File: src/rtl/uart_rx_frame_ctrl_if.sv
// Handshake bundle between the pad-side line/config inputs and the receive datapath strobes.
// The controller uses the master view; the serial-line and datapath side uses the slave view.
interface uart_rx_frame_ctrl_if;
    logic       en;
    logic       rx_in;
    logic       par_en;
    logic       par_typ;
    logic       cfg_par_en;
    logic       cfg_par_typ;
    logic       frame_active;
    logic       samp_strobe;
    logic       samp_bit;
    logic [3:0] bit_idx;
    logic       frame_done;
    logic       stop_error;
    logic       start_glitch;

    modport master (
        input  en, rx_in, par_en, par_typ,
        output cfg_par_en, cfg_par_typ, frame_active, samp_strobe, samp_bit,
               bit_idx, frame_done, stop_error, start_glitch
    );

    modport slave (
        output en, rx_in, par_en, par_typ,
        input  cfg_par_en, cfg_par_typ, frame_active, samp_strobe, samp_bit,
               bit_idx, frame_done, stop_error, start_glitch
    );
endinterface

File: src/rtl/uart_rx_frame_ctrl.sv
// Oversampling UART receive frame sequencer: start-bit validation, configuration latch and
// one majority-voted mid-bit strobe per data/parity/stop bit for the downstream deserializer.
module uart_rx_frame_ctrl #(
    parameter int OVS = 8,
    parameter int CW  = 5
) (
    input  logic                 clk,
    input  logic                 rst,
    uart_rx_frame_ctrl_if.master bus
);
    typedef enum logic [2:0] {IDLE, START, DATA, PARITY, STOP} state_t;

    localparam logic [CW-1:0] CAP0 = CW'(OVS/2 - 2);
    localparam logic [CW-1:0] CAP1 = CW'(OVS/2 - 1);
    localparam logic [CW-1:0] HALF = CW'(OVS/2);
    localparam logic [CW-1:0] LAST = CW'(OVS - 1);

    state_t        state, state_nxt;
    logic [CW-1:0] cnt, cnt_nxt;
    logic [2:0]    data_idx, data_idx_nxt;
    logic          sync1, rx_s, rx_hist;
    logic          samp0, samp1, maj;
    logic          latch_cfg;

    logic          cfg_par_en_q, cfg_par_typ_q, frame_active_q, strobe_q, samp_bit_q;
    logic [3:0]    bit_idx_q;
    logic          done_q, stop_err_q, glitch_q;

    logic          frame_active_nxt, strobe_nxt, samp_bit_nxt, done_nxt, stop_err_nxt, glitch_nxt;
    logic [3:0]    bit_idx_nxt;

    always_ff @(posedge clk) begin
        if (!rst) begin
            state    <= IDLE;
            cnt      <= '0;
            data_idx <= '0;
        end else begin
            state    <= state_nxt;
            cnt      <= cnt_nxt;
            data_idx <= data_idx_nxt;
        end
    end

    assign maj = (samp0 & samp1) | (samp0 & rx_s) | (samp1 & rx_s);

    always_comb begin
        state_nxt        = state;
        cnt_nxt          = (state == IDLE || cnt == LAST) ? '0 : cnt + CW'(1);
        data_idx_nxt     = data_idx;
        latch_cfg        = 1'b0;
        strobe_nxt       = 1'b0;
        samp_bit_nxt     = samp_bit_q;
        bit_idx_nxt      = bit_idx_q;
        done_nxt         = 1'b0;
        stop_err_nxt     = stop_err_q;
        glitch_nxt       = 1'b0;
        case (state)
            IDLE: begin
                if (bus.en && !rx_s && rx_hist) begin
                    state_nxt    = START;
                    latch_cfg    = 1'b1;
                    data_idx_nxt = '0;
                end
            end
            START: begin
                if (cnt == HALF && maj) begin
                    glitch_nxt = 1'b1;
                    state_nxt  = IDLE;
                end else if (cnt == LAST) begin
                    state_nxt = DATA;
                end
            end
            DATA: begin
                if (cnt == HALF) begin
                    strobe_nxt   = 1'b1;
                    samp_bit_nxt = maj;
                    bit_idx_nxt  = {1'b0, data_idx};
                end
                if (cnt == LAST) begin
                    if (data_idx == 3'd7) begin
                        state_nxt = cfg_par_en_q ? PARITY : STOP;
                    end else begin
                        data_idx_nxt = data_idx + 3'd1;
                    end
                end
            end
            PARITY: begin
                if (cnt == HALF) begin
                    strobe_nxt   = 1'b1;
                    samp_bit_nxt = maj;
                    bit_idx_nxt  = 4'd8;
                end
                if (cnt == LAST) begin
                    state_nxt = STOP;
                end
            end
            STOP: begin
                // Re-arm half a bit early so a back-to-back start edge is never missed.
                if (cnt == HALF) begin
                    strobe_nxt   = 1'b1;
                    samp_bit_nxt = maj;
                    bit_idx_nxt  = 4'd9;
                    done_nxt     = 1'b1;
                    stop_err_nxt = ~maj;
                    state_nxt    = IDLE;
                end
            end
            default: state_nxt = IDLE;
        endcase
        if (state_nxt == IDLE) begin
            cnt_nxt = '0;
        end
        frame_active_nxt = (state_nxt != IDLE) || done_nxt;
    end

    always_ff @(posedge clk) begin
        if (!rst) begin
            sync1          <= 1'b1;
            rx_s           <= 1'b1;
            rx_hist        <= 1'b1;
            samp0          <= 1'b0;
            samp1          <= 1'b0;
            cfg_par_en_q   <= 1'b0;
            cfg_par_typ_q  <= 1'b0;
            frame_active_q <= 1'b0;
            strobe_q       <= 1'b0;
            samp_bit_q     <= 1'b0;
            bit_idx_q      <= '0;
            done_q         <= 1'b0;
            stop_err_q     <= 1'b0;
            glitch_q       <= 1'b0;
        end else begin
            sync1          <= bus.rx_in;
            rx_s           <= sync1;
            rx_hist        <= rx_s;
            if (state != IDLE && cnt == CAP0) samp0 <= rx_s;
            if (state != IDLE && cnt == CAP1) samp1 <= rx_s;
            if (latch_cfg) begin
                cfg_par_en_q  <= bus.par_en;
                cfg_par_typ_q <= bus.par_typ;
            end
            frame_active_q <= frame_active_nxt;
            strobe_q       <= strobe_nxt;
            samp_bit_q     <= samp_bit_nxt;
            bit_idx_q      <= bit_idx_nxt;
            done_q         <= done_nxt;
            stop_err_q     <= stop_err_nxt;
            glitch_q       <= glitch_nxt;
        end
    end

    assign bus.cfg_par_en   = cfg_par_en_q;
    assign bus.cfg_par_typ  = cfg_par_typ_q;
    assign bus.frame_active = frame_active_q;
    assign bus.samp_strobe  = strobe_q;
    assign bus.samp_bit     = samp_bit_q;
    assign bus.bit_idx      = bit_idx_q;
    assign bus.frame_done   = done_q;
    assign bus.stop_error   = stop_err_q;
    assign bus.start_glitch = glitch_q;
endmodule

File: src/flat_wrapper.sv
// flat-port wrapper written by rule: the top's interface ports become plain ports
module uart_rx_frame_ctrl_flat 
#(
    parameter int OVS = 8,
    parameter int CW  = 5
)
  (clk, rst, bus_en, bus_rx_in, bus_par_en, bus_par_typ, bus_cfg_par_en, bus_cfg_par_typ, bus_frame_active, bus_samp_strobe, bus_samp_bit, bus_bit_idx, bus_frame_done, bus_stop_error, bus_start_glitch);
  uart_rx_frame_ctrl_if bus_i ();
  input  logic clk;
  input  logic rst;
  input wire logic [$bits(bus_i.en)-1:0] bus_en;
  input wire logic [$bits(bus_i.rx_in)-1:0] bus_rx_in;
  input wire logic [$bits(bus_i.par_en)-1:0] bus_par_en;
  input wire logic [$bits(bus_i.par_typ)-1:0] bus_par_typ;
  output wire logic [$bits(bus_i.cfg_par_en)-1:0] bus_cfg_par_en;
  output wire logic [$bits(bus_i.cfg_par_typ)-1:0] bus_cfg_par_typ;
  output wire logic [$bits(bus_i.frame_active)-1:0] bus_frame_active;
  output wire logic [$bits(bus_i.samp_strobe)-1:0] bus_samp_strobe;
  output wire logic [$bits(bus_i.samp_bit)-1:0] bus_samp_bit;
  output wire logic [$bits(bus_i.bit_idx)-1:0] bus_bit_idx;
  output wire logic [$bits(bus_i.frame_done)-1:0] bus_frame_done;
  output wire logic [$bits(bus_i.stop_error)-1:0] bus_stop_error;
  output wire logic [$bits(bus_i.start_glitch)-1:0] bus_start_glitch;
  assign bus_i.en = bus_en;
  assign bus_i.rx_in = bus_rx_in;
  assign bus_i.par_en = bus_par_en;
  assign bus_i.par_typ = bus_par_typ;
  assign bus_cfg_par_en = bus_i.cfg_par_en;
  assign bus_cfg_par_typ = bus_i.cfg_par_typ;
  assign bus_frame_active = bus_i.frame_active;
  assign bus_samp_strobe = bus_i.samp_strobe;
  assign bus_samp_bit = bus_i.samp_bit;
  assign bus_bit_idx = bus_i.bit_idx;
  assign bus_frame_done = bus_i.frame_done;
  assign bus_stop_error = bus_i.stop_error;
  assign bus_start_glitch = bus_i.start_glitch;
  uart_rx_frame_ctrl #(.OVS(OVS), .CW(CW)) u_core (.clk(clk), .rst(rst), .bus(bus_i));
endmodule
File: config.mk
export PLATFORM = sky130hd
export DESIGN_NAME = uart_rx_frame_ctrl_flat
export DESIGN_NICKNAME = d
export VERILOG_FILES = /design/src/rtl/uart_rx_frame_ctrl_if.sv /design/src/rtl/uart_rx_frame_ctrl.sv /design/src/flat_wrapper.sv
export SDC_FILE = /design/constraint.sdc
export NUM_CORES = 1
export LEC_CHECK = 0
export BUFFER_PORTS_ARGS = -buffer_cell sky130_fd_sc_hd__buf_2
export CORE_MARGIN = 2
export CORE_UTILIZATION = 49
export DETAILED_ROUTE_END_ITERATION = 10
export PLACE_DENSITY = 0.72
export SLEW_MARGIN = 20
export SYNTH_ARGS = -nofsm -noshare
export SYNTH_HDL_FRONTEND = slang
export SYNTH_SLANG_ARGS = --single-unit
File: constraint.sdc
create_clock -name clk -period 1.77 [get_ports clk]
set_clock_uncertainty 0.1 [all_clocks]
set_input_delay 0.2655 -clock clk [delete_from_list [all_inputs] [get_ports clk]]
set_output_delay 0.2655 -clock clk [all_outputs]
set_load 0.1 [all_outputs]
==> results.md <==
* Reg2reg start: u_core.data_idx[0]$_SDFFE_PN0P_
* Period utilization at a little over nine tenths
* Final Hold Viols at 0
* Worst-path fanout max at 3
* Non-filler cells, final at between 150 and 200
* Top cell type's share of synthesized area at 45.39%
* Crit. End Element: flip-flop
* Met2 usage at 33.13%
* Htree depth at 1
* Number of global-route vias before repair at just under 1000
* Slew headroom at 67.81%
* Hold Path Class: in -> reg
* R2r setup slk at 80 ps
* CTS tree: yes
* Cell area power density at around 740 nW/um^2
* First drt pass iteration count at 4
* GP Congestion at 0.7820
* Worst EP required at approximately 1900 ps
* Register area share after synthesis at 45.39%
* Crit Path Class: reg -> reg
* CP Launch Type: flip-flop
* Number of buffers created by CTS at 3
* Busiest grt layer: met2
* # rows at 18
* Wirelength per Cell at approximately 13 um
* First-pass GRT wire length at approximately 4300 um
* I/O pin count at 18
* Crit path largest cell delay at roughly 520 ps
* ANT cells at 0
* Worst vdd ir at approximately 0.52 mV
* Max-cap violation count at 0
* Die area at a little under 3000 um^2
* CTS root buffer: clkbuf_4
* Max-slew violations at 0
* Final setup violation count at 0
* Total grt overflow at 0
* RSZ-0062 raised after global routing: yes
* PortBufs at 17
* Syn Nets at between 100 and 150
* Hold Crit Start: bus_par_typ
* Status: finished clean
* Reg2Reg Depth at 5
* Max stage delay cell, worst path: or4_4
* CP cell instances: ha_1 > ha_1 > or4_4 > xor2_1 > nor2_2
* DP Cell Count at ~190
* Core Region at between 2000 and 2500 um^2
* Synth unique cells at 40
* Syn Area/Cell at ~9.2 um^2
* Post-Syn Area at about 1200 um^2
* Number of synthesized flops with an enable pin at 0
* Iteration-0 DRC Markers at 22
* Hold path depth at 3
* Largest area contributor in the netlist: dfxtp_1
* Clock-pin slew on the worst setup and hold paths at around 150 ps
* Final Critical Period at around 1700 ps
* Vias at about 1000
* Layout area overhead at 22.59%
* Top Family by Delay on Critical Path: simple AND/OR/NAND/NOR gates
* Critical path's most frequent cell: ha_1
* Yosys reg bits at 28
* Met3 Use GR at under 10%
* Worst Max-Slew Pin Slew at slightly below 500 ps
* Fill count at around 210
* Clk Latency, worst-skew pair at around 340 ps
* CP arrival at approximately 1900 ps
* Top cells by area, synth: dfxtp_1 45%, ha_1 5.1%, nor2_1 3.6%, nand2_1 3.3%, mux2i_1 3.2%
* Max clock buf depth at 2
* Cells after synthesis at between 100 and 150
* WHS Endpoint: u_core.bus.cfg_par_typ$_SDFFE_PN0P_
* DRT Wirelength at roughly 2600 um
* Post-DP HPWL at roughly 1800 um
* Met1 Usage GRT at between 20% and 30%
* Initial antenna violation count at 0
* Final Core Density at 62.24%
* ANT nets after route at 0
* Static Leak at between 0.6 and 0.7 nW
* Die H at approximately 54 um
* All-layer global routing usage at 20.60%
* Top_reg_cell synth: dfxtp_1
* Synth warnings at 0
* Final net count at roughly 180
* Starting density of the core at between 50 and 60%
* Post-synth ARST share at 0%
* Vias per std cell at 5.361
* DRC at 0
* Crit Reg-Reg Endpoint: u_core.data_idx[0]$_SDFFE_PN0P_
* WP buf/inv at 0
* Clk sinks at 28
* Die X at 54.20 um
* Fmax at around 0.59 GHz
* Hold Slack at about 40 ps
* Share of layout cells above drive strength 1 at 27.44%
* Largest net degree at the start of global routing at 17
cells in the final DEF (no fill, tap or decap), types with 4 or more instances in the layout:
master	instances
a21oi_1	7
buf_2	17
buf_4	14
dfxtp_1	24
dfxtp_2	4
ha_1	5
inv_1	4
mux2i_1	4
nand2_1	11
nand2b_1	4
nand3_1	6
nor2_1	12
nor3_1	8
repair_timing:
action,4_1_cts,5_1_grt
buffers inserted,0,2
pin swaps,0,1
endpoints found under the setup margin,3,9
endpoints found under the hold margin,1,0
gates resized for setup,1,6
hold buffers,1,0
state kept, by name (all words and copies together) (netlist names), 3 cells and up:
register,flops
u_core.cnt,5
u_core.data_idx,3
u_core.state,3
u_core.bus.bit_idx,4
power breakdown:
| group | switching (mW) | total [mW] | leakage (nW) | internal, mW |
|---|---|---|---|---|
| clock | 0.193 | 0.423 | 0.0279 | 0.229 |
| sequential | 0.00410 | 0.640 | 0.228 | 0.636 |
| combinational | 0.0358 | 0.0528 | 0.385 | 0.0170 |
| total | 0.233 | 1.12 | 0.641 | 0.883 |
per-stage QoR:
step	TNS (ps)	power (mW)	instance area, um^2	setup WS (ps)
6_report	0	1.116	1514	76.54
5_1_grt	-28.57	1.151	1514	-17.82
4_1_cts	0	1.122	1479	7.731
3_5_place_dp	0	0.7035	1413	0.7897
3_3_place_gp	0	0.7023	1413	62.30
2_1_floorplan	0	0.6853	1235	56.78
layer usage:
metal / part of all wire, % / up-vias
met5: 0 / -
met4: 2.1 / 0
met3: 4.4 / 5
met2: 44 / 27
met1: 49 / 474
li1: - / 534
kinds of logic (layout without fill, tap and decap cells):
kind of cell	after synthesis	after routing	synth area share, %
and+or+nand+nor	60	60	27.76
DFF	28	28	45.39
AOI/OAI and AO/OA	21	21	10.54
buffers and inverters	11	41	4.356
adders and majority gates	6	6	5.876
xor gates and xnor gates	4	4	2.837
muxes	4	4	3.242
layout make-up:
cell class / instances / area, um^2 / area share, %
Clock inverter: 1 / 30.03 / 1.983
Timing Repair Buffer: 32 / 200.2 / 13.22
Sequential cell: 28 / 565.5 / 37.36
Multi-Input combinational cell: 95 / 639.4 / 42.23
Tap cell: 30 / 37.54 / 2.479
Inverter: 5 / 18.77 / 1.240
Clock buffer: 3 / 22.52 / 1.488
worst register-to-register path: stages (launching register included):
cell,delay [ps]
dfxtp_2,350
ha_1,200
ha_1,200
or4_4,520
xor2_1,190
nor2_2,50
worst max path at each step:
stage / slack, ps / cells past startpoint / start / end
floorplan: 60 / 6 / u_core.data_idx[0]$_SDFFE_PN0P_ / u_core.data_idx[0]$_SDFFE_PN0P_
global placement: 60 / 5 / u_core.data_idx[0]$_SDFFE_PN0P_ / u_core.data_idx[0]$_SDFFE_PN0P_
detailed placement: 0.8 / 5 / u_core.data_idx[0]$_SDFFE_PN0P_ / u_core.data_idx[2]$_SDFFE_PN0P_
CTS: 8 / 7 / u_core.cnt[0]$_SDFF_PP0_ / u_core.cnt[3]$_SDFF_PP0_
global route: -20 / 7 / u_core.cnt[0]$_SDFF_PP0_ / u_core.cnt[0]$_SDFF_PP0_
finish: 80 / 5 / u_core.data_idx[0]$_SDFFE_PN0P_ / u_core.data_idx[0]$_SDFFE_PN0P_
synthesized netlist by cell type, drive strengths merged (2+ instances only):
master / count
nand4bb: 2
and4bb: 2
mux2i: 4
nor4: 2
o21ai: 5
a31oi: 2
nor2: 13
nor2b: 2
dfxtp: 28
inv: 4
nor3b: 2
nor3: 8
a21oi: 7
a22oi: 2
buf: 5
ha: 5
xor2: 3
nand2b: 5
nand3: 6
nand2: 11
(Power assumes the default switching activity.)
